**src/rtl/rv_ctrl_pkg.sv**
```systemverilog
// Shared types and encodings for the multi-cycle RV32I-subset control path:
// ALU ops, opcodes, sequencer states, instruction classes and datapath mux selects.
package rv_ctrl_pkg;

    typedef enum logic [3:0] {
        ALU_NOP = 4'd0,
        ALU_ADD = 4'd1,
        ALU_SUB = 4'd2,
        ALU_AND = 4'd3,
        ALU_OR  = 4'd4,
        ALU_XOR = 4'd5,
        ALU_NOT = 4'd6,
        ALU_SLL = 4'd7,
        ALU_SRL = 4'd8,
        ALU_SRA = 4'd9,
        ALU_ROL = 4'd10
    } alu_ops_t;

    localparam logic [6:0] OP_REG    = 7'b0110011;
    localparam logic [6:0] OP_IMM    = 7'b0010011;
    localparam logic [6:0] OP_LOAD   = 7'b0000011;
    localparam logic [6:0] OP_STORE  = 7'b0100011;
    localparam logic [6:0] OP_BRANCH = 7'b1100011;
    localparam logic [6:0] OP_JAL    = 7'b1101111;
    localparam logic [6:0] OP_JALR   = 7'b1100111;
    localparam logic [6:0] OP_LUI    = 7'b0110111;
    localparam logic [6:0] OP_AUIPC  = 7'b0010111;

    typedef enum logic [2:0] {
        S_IDLE   = 3'd0,
        S_FETCH  = 3'd1,
        S_DECODE = 3'd2,
        S_EXEC   = 3'd3,
        S_MEM    = 3'd4,
        S_WB     = 3'd5,
        S_HALT   = 3'd6
    } state_t;

    typedef enum logic [3:0] {
        C_NONE   = 4'd0,
        C_RTYPE  = 4'd1,
        C_IALU   = 4'd2,
        C_LOAD   = 4'd3,
        C_STORE  = 4'd4,
        C_BRANCH = 4'd5,
        C_JAL    = 4'd6,
        C_JALR   = 4'd7,
        C_LUI    = 4'd8,
        C_AUIPC  = 4'd9
    } insn_class_t;

    localparam logic [1:0] PC_PLUS4 = 2'd0;
    localparam logic [1:0] PC_IMM   = 2'd1;
    localparam logic [1:0] PC_ALU   = 2'd2;

    localparam logic [1:0] WB_ALU = 2'd0;
    localparam logic [1:0] WB_MEM = 2'd1;
    localparam logic [1:0] WB_PC4 = 2'd2;

    localparam logic [1:0] A_RS1  = 2'd0;
    localparam logic [1:0] A_PC   = 2'd1;
    localparam logic [1:0] A_ZERO = 2'd2;

    localparam logic [1:0] B_RS2 = 2'd0;
    localparam logic [1:0] B_IMM = 2'd1;

endpackage

```
**src/rtl/rv_multicycle_ctrl_if.sv**
```systemverilog
// Unified instruction/data memory port between the sequencer (master) and the bus (slave).
interface rv_multicycle_ctrl_if;
    // mem_req is raised with mem_we/mem_size/addr_sel stable and held until mem_ack;
    // the request completes on the clock edge where mem_req and mem_ack are both 1.
    logic mem_req;
    logic mem_we;
    logic mem_size;
    logic addr_sel;
    logic mem_ack;

    modport master (
        output mem_req,
        output mem_we,
        output mem_size,
        output addr_sel,
        input  mem_ack
    );

    modport slave (
        input  mem_req,
        input  mem_we,
        input  mem_size,
        input  addr_sel,
        output mem_ack
    );
endinterface

```
**src/rtl/rv_insn_class.sv**
```systemverilog
// Combinational instruction classifier: maps ir to class, ALU op, access size and legality.
module rv_insn_class
    import rv_ctrl_pkg::*;
(
    input  logic [31:0]  ir,
    output insn_class_t  cls,
    output alu_ops_t     alu_op,
    output logic         mem_size,
    output logic         legal
);
    logic [6:0] opcode;
    logic [2:0] funct3;
    logic [6:0] funct7;
    logic       unused_ir_bits;

    assign opcode = ir[6:0];
    assign funct3 = ir[14:12];
    assign funct7 = ir[31:25];
    assign unused_ir_bits = ^{ir[24:15], ir[11:7]};

    always_comb begin
        cls      = C_NONE;
        alu_op   = ALU_NOP;
        mem_size = 1'b0;
        legal    = 1'b0;
        case (opcode)
            OP_REG: begin
                cls   = C_RTYPE;
                legal = 1'b1;
                case ({funct7, funct3})
                    10'b0000000_000: alu_op = ALU_ADD;
                    10'b0100000_000: alu_op = ALU_SUB;
                    10'b0000000_001: alu_op = ALU_SLL;
                    10'b0000000_100: alu_op = ALU_XOR;
                    10'b0000000_101: alu_op = ALU_SRL;
                    10'b0100000_101: alu_op = ALU_SRA;
                    10'b0000000_110: alu_op = ALU_OR;
                    10'b0000000_111: alu_op = ALU_AND;
                    default:         legal  = 1'b0;
                endcase
            end
            OP_IMM: begin
                cls   = C_IALU;
                legal = 1'b1;
                case (funct3)
                    3'b000: alu_op = ALU_ADD;
                    3'b100: alu_op = ALU_XOR;
                    3'b110: alu_op = ALU_OR;
                    3'b111: alu_op = ALU_AND;
                    3'b001: begin
                        if (funct7 == 7'b0000000) alu_op = ALU_SLL;
                        else                      legal  = 1'b0;
                    end
                    // funct7[5] picks arithmetic over logical right shift
                    3'b101: begin
                        if (funct7 == 7'b0000000)      alu_op = ALU_SRL;
                        else if (funct7 == 7'b0100000) alu_op = ALU_SRA;
                        else                           legal  = 1'b0;
                    end
                    default: legal = 1'b0;
                endcase
            end
            OP_LOAD, OP_STORE: begin
                cls      = (opcode == OP_LOAD) ? C_LOAD : C_STORE;
                alu_op   = ALU_ADD;
                mem_size = (funct3 == 3'b010);
                legal    = (funct3 == 3'b000) || (funct3 == 3'b010);
            end
            OP_BRANCH: begin
                cls    = C_BRANCH;
                alu_op = ALU_SUB;
                legal  = (funct3 == 3'b000) || (funct3 == 3'b001);
            end
            OP_JAL: begin
                cls    = C_JAL;
                alu_op = ALU_ADD;
                legal  = 1'b1;
            end
            OP_JALR: begin
                cls    = C_JALR;
                alu_op = ALU_ADD;
                legal  = (funct3 == 3'b000);
            end
            OP_LUI: begin
                cls    = C_LUI;
                alu_op = ALU_ADD;
                legal  = 1'b1;
            end
            OP_AUIPC: begin
                cls    = C_AUIPC;
                alu_op = ALU_ADD;
                legal  = 1'b1;
            end
            default: legal = 1'b0;
        endcase
    end
endmodule

```
**src/rtl/rv_multicycle_ctrl.sv**
```systemverilog
// Multi-cycle sequencer: steps the shared datapath through fetch/decode/exec/mem/wb,
// with a req/ack memory handshake guarded by a timeout that parks the core in HALT.
module rv_multicycle_ctrl
    import rv_ctrl_pkg::*;
#(
    parameter int MEM_TIMEOUT = 16
) (
    input  logic                        clk,
    input  logic                        reset,
    input  logic [31:0]                 ir,
    input  logic                        alu_zero,
    rv_multicycle_ctrl_if.master        bus,
    output logic                        ir_we,
    output logic                        pc_we,
    output logic [1:0]                  pc_src,
    output logic                        reg_we,
    output logic [1:0]                  wb_sel,
    output logic [1:0]                  alu_a_sel,
    output logic [1:0]                  alu_b_sel,
    output alu_ops_t                    alu_op,
    output logic                        illegal,
    output logic                        halted,
    output state_t                      dbg_state
);
    localparam logic [7:0] TMO_LAST = 8'(MEM_TIMEOUT - 1);

    state_t      state, state_next;
    logic [7:0]  tmo_cnt;
    insn_class_t cls;
    alu_ops_t    cls_alu_op;
    logic        cls_mem_size;
    logic        cls_legal;
    logic        tmo_hit;

    rv_insn_class u_class (
        .ir       (ir),
        .cls      (cls),
        .alu_op   (cls_alu_op),
        .mem_size (cls_mem_size),
        .legal    (cls_legal)
    );

    assign dbg_state = state;
    assign tmo_hit   = (tmo_cnt == TMO_LAST);

    // Counter is zero whenever no request is pending, so it starts clean on FETCH/MEM entry.
    always_ff @(posedge clk) begin
        if (reset) begin
            state   <= S_IDLE;
            tmo_cnt <= 8'd0;
        end else begin
            state <= state_next;
            if (!bus.mem_req || bus.mem_ack) tmo_cnt <= 8'd0;
            else                             tmo_cnt <= tmo_cnt + 8'd1;
        end
    end

    always_comb begin
        state_next   = state;
        bus.mem_req  = 1'b0;
        bus.mem_we   = 1'b0;
        bus.mem_size = 1'b0;
        bus.addr_sel = 1'b0;
        ir_we        = 1'b0;
        pc_we        = 1'b0;
        pc_src       = PC_PLUS4;
        reg_we       = 1'b0;
        wb_sel       = WB_ALU;
        alu_a_sel    = A_RS1;
        alu_b_sel    = B_RS2;
        alu_op       = ALU_NOP;
        illegal      = 1'b0;
        halted       = 1'b0;
        case (state)
            S_IDLE: state_next = S_FETCH;
            S_FETCH: begin
                bus.mem_req  = 1'b1;
                bus.mem_size = 1'b1;
                if (bus.mem_ack) begin
                    ir_we      = 1'b1;
                    state_next = S_DECODE;
                end else if (tmo_hit) begin
                    state_next = S_HALT;
                end
            end
            S_DECODE: begin
                if (cls_legal) begin
                    state_next = S_EXEC;
                end else begin
                    illegal    = 1'b1;
                    pc_we      = 1'b1;
                    state_next = S_FETCH;
                end
            end
            S_EXEC: begin
                alu_op     = cls_alu_op;
                state_next = S_WB;
                case (cls)
                    C_IALU, C_JALR: alu_b_sel = B_IMM;
                    C_LOAD, C_STORE: begin
                        alu_b_sel  = B_IMM;
                        state_next = S_MEM;
                    end
                    C_LUI: begin
                        alu_a_sel = A_ZERO;
                        alu_b_sel = B_IMM;
                    end
                    C_AUIPC: begin
                        alu_a_sel = A_PC;
                        alu_b_sel = B_IMM;
                    end
                    // funct3[0] distinguishes BNE from BEQ
                    C_BRANCH: begin
                        pc_we      = 1'b1;
                        pc_src     = (alu_zero ^ ir[12]) ? PC_IMM : PC_PLUS4;
                        state_next = S_FETCH;
                    end
                    default: ;
                endcase
            end
            S_MEM: begin
                bus.mem_req  = 1'b1;
                bus.addr_sel = 1'b1;
                bus.mem_we   = (cls == C_STORE);
                bus.mem_size = cls_mem_size;
                alu_op       = cls_alu_op;
                alu_b_sel    = B_IMM;
                if (bus.mem_ack) begin
                    if (cls == C_STORE) begin
                        pc_we      = 1'b1;
                        state_next = S_FETCH;
                    end else begin
                        state_next = S_WB;
                    end
                end else if (tmo_hit) begin
                    state_next = S_HALT;
                end
            end
            S_WB: begin
                reg_we     = 1'b1;
                pc_we      = 1'b1;
                state_next = S_FETCH;
                case (cls)
                    C_LOAD: wb_sel = WB_MEM;
                    C_JAL: begin
                        wb_sel = WB_PC4;
                        pc_src = PC_IMM;
                    end
                    // the jump target comes straight off the ALU, so its operands stay up
                    C_JALR: begin
                        wb_sel    = WB_PC4;
                        pc_src    = PC_ALU;
                        alu_op    = cls_alu_op;
                        alu_b_sel = B_IMM;
                    end
                    default: ;
                endcase
            end
            S_HALT: halted = 1'b1;
            default: state_next = S_IDLE;
        endcase
    end
endmodule

```
**src/flat_wrapper.sv**
```systemverilog
// flat-port wrapper written by rule: the top's interface ports become plain ports
module rv_multicycle_ctrl_flat import rv_ctrl_pkg::*;
#(
    parameter int MEM_TIMEOUT = 16
)
  (clk, reset, ir, alu_zero, ir_we, pc_we, pc_src, reg_we, wb_sel, alu_a_sel, alu_b_sel, alu_op, illegal, halted, dbg_state, bus_mem_req, bus_mem_we, bus_mem_size, bus_addr_sel, bus_mem_ack);
  rv_multicycle_ctrl_if bus_i ();
  input  logic clk;
  input  logic reset;
  input  logic [31:0] ir;
  input  logic alu_zero;
  output logic ir_we;
  output logic pc_we;
  output logic [1:0] pc_src;
  output logic reg_we;
  output logic [1:0] wb_sel;
  output logic [1:0] alu_a_sel;
  output logic [1:0] alu_b_sel;
  output alu_ops_t alu_op;
  output logic illegal;
  output logic halted;
  output state_t dbg_state;
  output wire logic [$bits(bus_i.mem_req)-1:0] bus_mem_req;
  output wire logic [$bits(bus_i.mem_we)-1:0] bus_mem_we;
  output wire logic [$bits(bus_i.mem_size)-1:0] bus_mem_size;
  output wire logic [$bits(bus_i.addr_sel)-1:0] bus_addr_sel;
  input wire logic [$bits(bus_i.mem_ack)-1:0] bus_mem_ack;
  assign bus_mem_req = bus_i.mem_req;
  assign bus_mem_we = bus_i.mem_we;
  assign bus_mem_size = bus_i.mem_size;
  assign bus_addr_sel = bus_i.addr_sel;
  assign bus_i.mem_ack = bus_mem_ack;
  rv_multicycle_ctrl #(.MEM_TIMEOUT(MEM_TIMEOUT)) u_core (.clk(clk), .reset(reset), .ir(ir), .alu_zero(alu_zero), .bus(bus_i), .ir_we(ir_we), .pc_we(pc_we), .pc_src(pc_src), .reg_we(reg_we), .wb_sel(wb_sel), .alu_a_sel(alu_a_sel), .alu_b_sel(alu_b_sel), .alu_op(alu_op), .illegal(illegal), .halted(halted), .dbg_state(dbg_state));
endmodule
```
**config.mk**
```make
export PLATFORM = sky130hd
export DESIGN_NAME = rv_multicycle_ctrl_flat
export DESIGN_NICKNAME = d
export VERILOG_FILES = /design/src/rtl/rv_ctrl_pkg.sv /design/src/rtl/rv_multicycle_ctrl_if.sv /design/src/rtl/rv_insn_class.sv /design/src/rtl/rv_multicycle_ctrl.sv /design/src/flat_wrapper.sv
export SDC_FILE = /design/constraint.sdc
export NUM_CORES = 1
export LEC_CHECK = 0
export BUFFER_PORTS_ARGS = -buffer_cell sky130_fd_sc_hd__buf_2
export CORE_ASPECT_RATIO = 2
export CORE_MARGIN = 4
export CORE_UTILIZATION = 38
export DETAILED_ROUTE_END_ITERATION = 16
export GPL_TIMING_DRIVEN = 0
export PLACE_DENSITY = 0.7
export SYNTH_ARGS = -nofsm -noshare
export SYNTH_HDL_FRONTEND = slang
export SYNTH_SLANG_ARGS = --single-unit
export TNS_END_PERCENT = 20
```
**constraint.sdc**
```tcl
create_clock -name clk -period 1.5 [get_ports clk]
set_input_delay 0.075 -clock clk [delete_from_list [all_inputs] [get_ports clk]]
set_output_delay 0.075 -clock clk [all_outputs]
set_load 0.05 [all_outputs]
```
# Word-level counts from Yosys, hierarchy flattened
# Index checks and enable logic that the tools add are counted.
# op_classes
add_sub_neg,1
mul,0
div_mod_pow,0
n_lt_le_gt_ge,0
eq_ne,38
shifts,0
n_mux,49
bitwise_logic,1
n_reduce_logical,20
# ops
cell,n
$pmux 4 s8,2
$eq 10x3->1 const B,4
$eq 7x6->1 const B,4
$pmux 4 s6,1
$eq 3x3->1 const B,7
$eq 7x7->1 const B,3
$eq 10x9->1 const B,2
$mux 1,20
$mux 3,6
$pmux 3 s6,1
$eq 4x3->1 const B,4
$pmux 2 s2,4
$pmux 4 s4,1
$eq 7x5->1 const B,2
$reduce_or 2->1,7
$mux 4,3
$reduce_or 6->1,2
$eq 10x1->1 const B,1
$logic_not 10->1,1
$eq 3x2->1 const B,3
$add 8x1->8 const B,1
$eq 4x2->1 const B,2
$eq 4x4->1 const B,2
$eq 8x4->1 const B,1
18 further kinds,25
# totals
reg_bits,11
latchBits,0
ramBits,0
mem_bits_ro,0
inputBits,36
output_inout_bits,24
wordCells,111
mem_count,0

# Depth between registers and ports, before layout
# logic_depth
word_depth,7
ltp_mapped,6
depth_no_buf,6

# Cells and area by module
# From an unflattened synthesis, not the netlist that was laid out.
# hier_totals
hier_cells,177
hier_area_um2,1308.8
# by_module_without_submodules
mod,n_inst,cells_each,area_each_um2,seq_area_each_um2
rv_multicycle_ctrl,1,104,825.8,220.2
rv_insn_class,1,73,483.0,0.0

# Worst setup path after synthesis
# Ideal clock, no wire load.
# synth_path
kind,reg2out
from,"reg u_core.state[2], in the netlist u_core.dbg_state[2]"
to,out alu_b_sel[0]
arrival_ns,3.076
required_time_ns,1.425
path_slack_ns,-1.651
path_stages_with_launch,5
n_path_buf,0
path_cell_list,dfxtp_1 -> nand3_1 -> nor3_1 -> a21oi_1 -> o22ai_1
# synth_via
elab_chain_len,2
elab_cells_between_ends,4
classes_between,eq/ne: 3; mux: 1
# synth_lines
element,line_no,text
"start, declared",rv_multicycle_ctrl.sv:27,"state_t state, state_next;"
"start signal, assigned",rv_multicycle_ctrl.sv:52,state <= state_next;
$eq 3x3->1 / $eq 3x2->1 (equally long branches),rv_multicycle_ctrl.sv:74,case (state)
$pmux 2 s3 *,rv_multicycle_ctrl.sv:74,
"end, declared",flat_wrapper.sv:18,output logic [1:0] alu_b_sel;
# Every way passes the cells marked *; elsewhere a longest branch is shown, timed or not.

# Final worst setup path
# layout_path
from,"reg u_core.state[0], in the netlist u_core.dbg_state[0]"
to,out bus_mem_size
# layout_via
elab_chain_len,2
elab_cells_between_ends,3
classes_between,eq/ne: 2; mux: 1
# layout_lines
element,line_no,text
$eq 3x3->1 / $eq 3x1->1 (equally long branches),rv_multicycle_ctrl.sv:74,
$pmux 1 s2 *,rv_multicycle_ctrl.sv:74,
"end, declared",flat_wrapper.sv:25,output wire logic [$bits(bus_i.mem_size)-1:0] bus_mem_size;
# Marks and branches as above.

==> summary.md <==
| Metric | Value |
|---|---|
| Outcome | `finished, violations left` |
| Violations in the final reports | `setup timing` |
| I/O pin cnt | `60` |
| Clk pin slew, worst setup/hold paths | `around 0.050 ns` |
| Fmax achieved | `~540 MHz` |
| Clk Tree Root Cell | `sky130_fd_sc_hd__clkbuf_8` |
| Required time of the worst setup path | `1.42 ns` |
| Total Nets Final | `approximately 260` |
| Max Slew Vio Count | `0` |
| Cell area power density | `499 mW/mm^2` |
| Via count normalized by instance count | `5.94` |
| Final setup violating endpoints | `9` |
| Mean cell area of the mapped netlist | `7.11 sq um` |
| Count of flip-flops with a built-in enable after synthesis | `0` |
| TritonCTS buffer count | `3` |
| Pin count of the biggest net entering global routing | `11` |
| Worst Hold Path Cells | `2` |
| Number of antenna violations at the first check in global routing | `0` |
| Number of synthesis warnings | `0` |
| Worst hold start | `reset` |
| Max IR drop VDD | `0.274 mV` |
| Number of nets with antenna violations after detailed routing | `0` |
| Number of cells in the design after placement | `around 250` |
| Final Hold Fails | `0` |
| Row Count | `29` |
| Setup TNS | `-2.28 ns` |
| Post-route DRC violation count | `0` |
| Unrepaired setup endpoints after global routing | `yes` |
| Final Util | `60.1%` |
| Final global-route overflow total | `0` |
| Fraction of layout instances using a drive strength above 1 | `45.3%` |
| Reg-to-reg critical path startpoint | `u_core.tmo_cnt[5]$_SDFF_PP0_` |
| Clock buffer depth | `2` |
| Post-route insts no fill | `about 260` |
| Starting density of the core | `about two fifths` |
| DR pass1 iterations | `4` |
| Number of clock sinks | `11` |
| #FFs+latches synth | `11` |
| Total number of vias | `roughly 1500` |
| Floorplan core area | `~0.0032 sq mm` |
| Internal cell power | `roughly 0.0006 W` |
| Share of the clock period used by the worst path | `124%` |
| Horiz. Die Dim | `approximately 48 um` |
| Setup slack after placement | `-0.668 ns` |
| Post-layout min period | `roughly 1.9 ns` |
| Sequential fraction of design power | `between 30% and 40%` |
| Switching share of power | `35.6%` |
| Worst setup path class | `reg2out` |
| DRT Wirelength | `between 4 and 5 mm` |
| Area contributors post-synth | `sky130_fd_sc_hd__dfxtp_1 (18%), sky130_fd_sc_hd__nor2_1 (7.2%), sky130_fd_sc_hd__a21oi_1 (4.4%)` |
| Last weighted congestion value of the routability-driven placer | `approximately 0.85` |
| H-tree depth reported by CTS | `1` |
| Yosys top cell by area | `sky130_fd_sc_hd__dfxtp_1` |
| Leading cell type in the layout, fill and taps excluded | `sky130_fd_sc_hd__buf_2` |
| TritonCTS clock tree | `built` |
| Commonest non-fill, non-tap cells in the layout | `sky130_fd_sc_hd__buf_2 (28), sky130_fd_sc_hd__nor2_1 (23), sky130_fd_sc_hd__nand2_1 (10), sky130_fd_sc_hd__buf_4 (10), sky130_fd_sc_hd__buf_6 (9)` |
| Sequential element share of the synthesized area | `17.7%` |
| Clock group share of total power | `30.6%` |
| Vertical die dimension | `around 89 um` |
| Post-Syn Nets | `212` |
| Worst reg-to-reg setup slack | `-0.06 ns` |
| First-pass GRT wire length | `6.80 mm` |
| DR WL/cell | `roughly 16 um` |
| Iteration-0 DRC Markers | `between 40 and 50` |
| Worst reg-to-reg path cell count | `4` |
| Comb pwr share | `36.9%` |
| Kind of start point of the critical path | `flip-flop` |
| Area Growth Syn to Fin | `52.5%` |
| Clock latency on the worst-skew pair | `between 0.2 and 0.25 ns` |
| Unique cell type count in the Yosys netlist | `55` |
| Total Die Area | `around 0.0043 sq mm` |
| Number of global-route vias before repair | `roughly 1500` |
| Max-cap violations | `0` |
| Sw power | `approximately 0.00034 W` |
| All-Layer GR Usage | `a little under a fifth` |
| Critical path arrival | `between 1.5 and 2 ns` |
| Number of buffers added to fix hold violations after cts | `0` |
| Top cell type's share of synthesized area | `roughly 18%` |
| WHS Endpoint | `u_core.dbg_state[0]$_SDFFE_PP0N_` |
| Path type of the worst min-delay path | `in2reg` |
| Crit Reg-Reg Endpoint | `u_core.dbg_state[1]$_SDFFE_PP0N_` |
| FFs w/ async S/R, synth | `0%` |
| Leakage power | `approximately 0.74 nW` |
| Worst hold slack | `around 0.056 ns` |
| Crit path setup slack, layout | `-0.355 ns` |
| HPWL after DPL | `between 3 and 4 mm` |
| Gate Count Post-Synth | `roughly 180` |
| Cell area after technology mapping | `between 0.001 and 0.0015 sq mm` |
| Count of buffers inserted at the top-level ports | `41` |
| Worst-path fanout max | `9` |
| Most common flop cell mapped by yosys | `sky130_fd_sc_hd__dfxtp_1` |
| Maximum clock skew at final layout | `approximately 0.00075 ns` |
| Diode insertion count for antenna repair | `0` |
| Type of destination of the critical path | `primary output` |
-- final cells by class --
cell class | count | area [sq um]
buffer | 11 | 82.6
clock buffer | 4 | 45.0
fill | 301 | 1260
inverter | 5 | 21.3
multi-input combinational | 148 | 1150
sequential | 11 | 233
tap | 31 | 38.8
timing repair buffer | 46 | 327
-- metrics by stage --
stage / area, sq um / power [W]
after global placement: 1650 / 0.000629
after CTS: 1850 / 0.000950
final: 1900 / 0.000946
after floorplan: 1410 / 0.000541
after global routing: 1900 / 0.00100
after detailed placement: 1650 / 0.000630
-- per-layer routing --
metal	GRT usage (%)	part of all wire [%]	vias up
li1	-	-	747
met1	18.8	34	710
met2	38.8	60	55
met3	2.50	4.4	8
met4	7.84	2.2	0
met5	0	0	-
-- sequential cells by signal (all words and copies together) (netlist names) --
| register | cells |
|---|---|
| u_core.dbg_state | 3 |
| u_core.tmo_cnt | 8 |
-- worst max-delay path, stage by stage, from the launching register on --
cell and delay, ns:
sky130_fd_sc_hd__dfxtp_4 0.37, sky130_fd_sc_hd__nand2b_1 0.18, sky130_fd_sc_hd__buf_8 0.16, sky130_fd_sc_hd__or4_4 0.53
sky130_fd_sc_hd__a21oi_4 0.14, sky130_fd_sc_hd__buf_6 0.17
-- timing repair --
item,CTS,global route
endpoints found under the setup margin,13,19
gates resized for setup,34,8
buffers inserted,4,1
endpoints found under the hold margin,0,0
pin swaps,12,9
-- cell usage after synthesis, drive strengths merged, types with 3 or more instances --
master and count:
clkbuf 6, xor2 4, nor3 11, nor4 4, xnor2 5, nand2b 4, nand2 11, or3 4
inv 5, a21oi 11, o21a 3, o21ai 6, nor2 24, or4 3, nand3b 3, buf 5
nand3 7, o22ai 4, dfxtp 11, nor2b 4, a2111oi 4, or2b 3, and3 4
-- power groups by stage --
stage | Clock, W | Combinational, W | Sequential [W]
floorplan | 0 | 0.000213 | 0.000327
global placement | 0 | 0.000315 | 0.000314
detailed placement | 0 | 0.000316 | 0.000314
CTS | 0.000302 | 0.000340 | 0.000309
global route | 0.000319 | 0.000376 | 0.000309
finish | 0.000289 | 0.000349 | 0.000308
-- logic make-up (layout without fill, tap and decap cells) --
logic type	Yosys count	count (layout)	share of synthesized area, %
xor gates and xnor gates	9	9	6.34
adders and majority gates	1	1	1.01
buffers and inverters	16	66	7.04
muxes	1	1	0.805
other	1	1	0.302
and+or+nand+nor	93	93	42.0
AOI/OAI and AO/OA	43	43	24.8
DFF	11	11	17.7
-- worst max path at each step --
stage,start,to,slack [ns]
6_report,u_core.dbg_state[0]$_SDFFE_PP0N_,bus_mem_size,-0.36
5_1_grt,u_core.dbg_state[2]$_SDFFE_PP0N_,alu_op[3],-0.44
3_3_place_gp,ir[4],alu_op[3],-0.65
3_5_place_dp,ir[4],alu_op[3],-0.67
4_1_cts,u_core.dbg_state[2]$_SDFFE_PP0N_,alu_op[3],-0.37
2_1_floorplan,ir[4],alu_op[3],-0.26
Note: power is estimated with default switching activity, not from simulation.
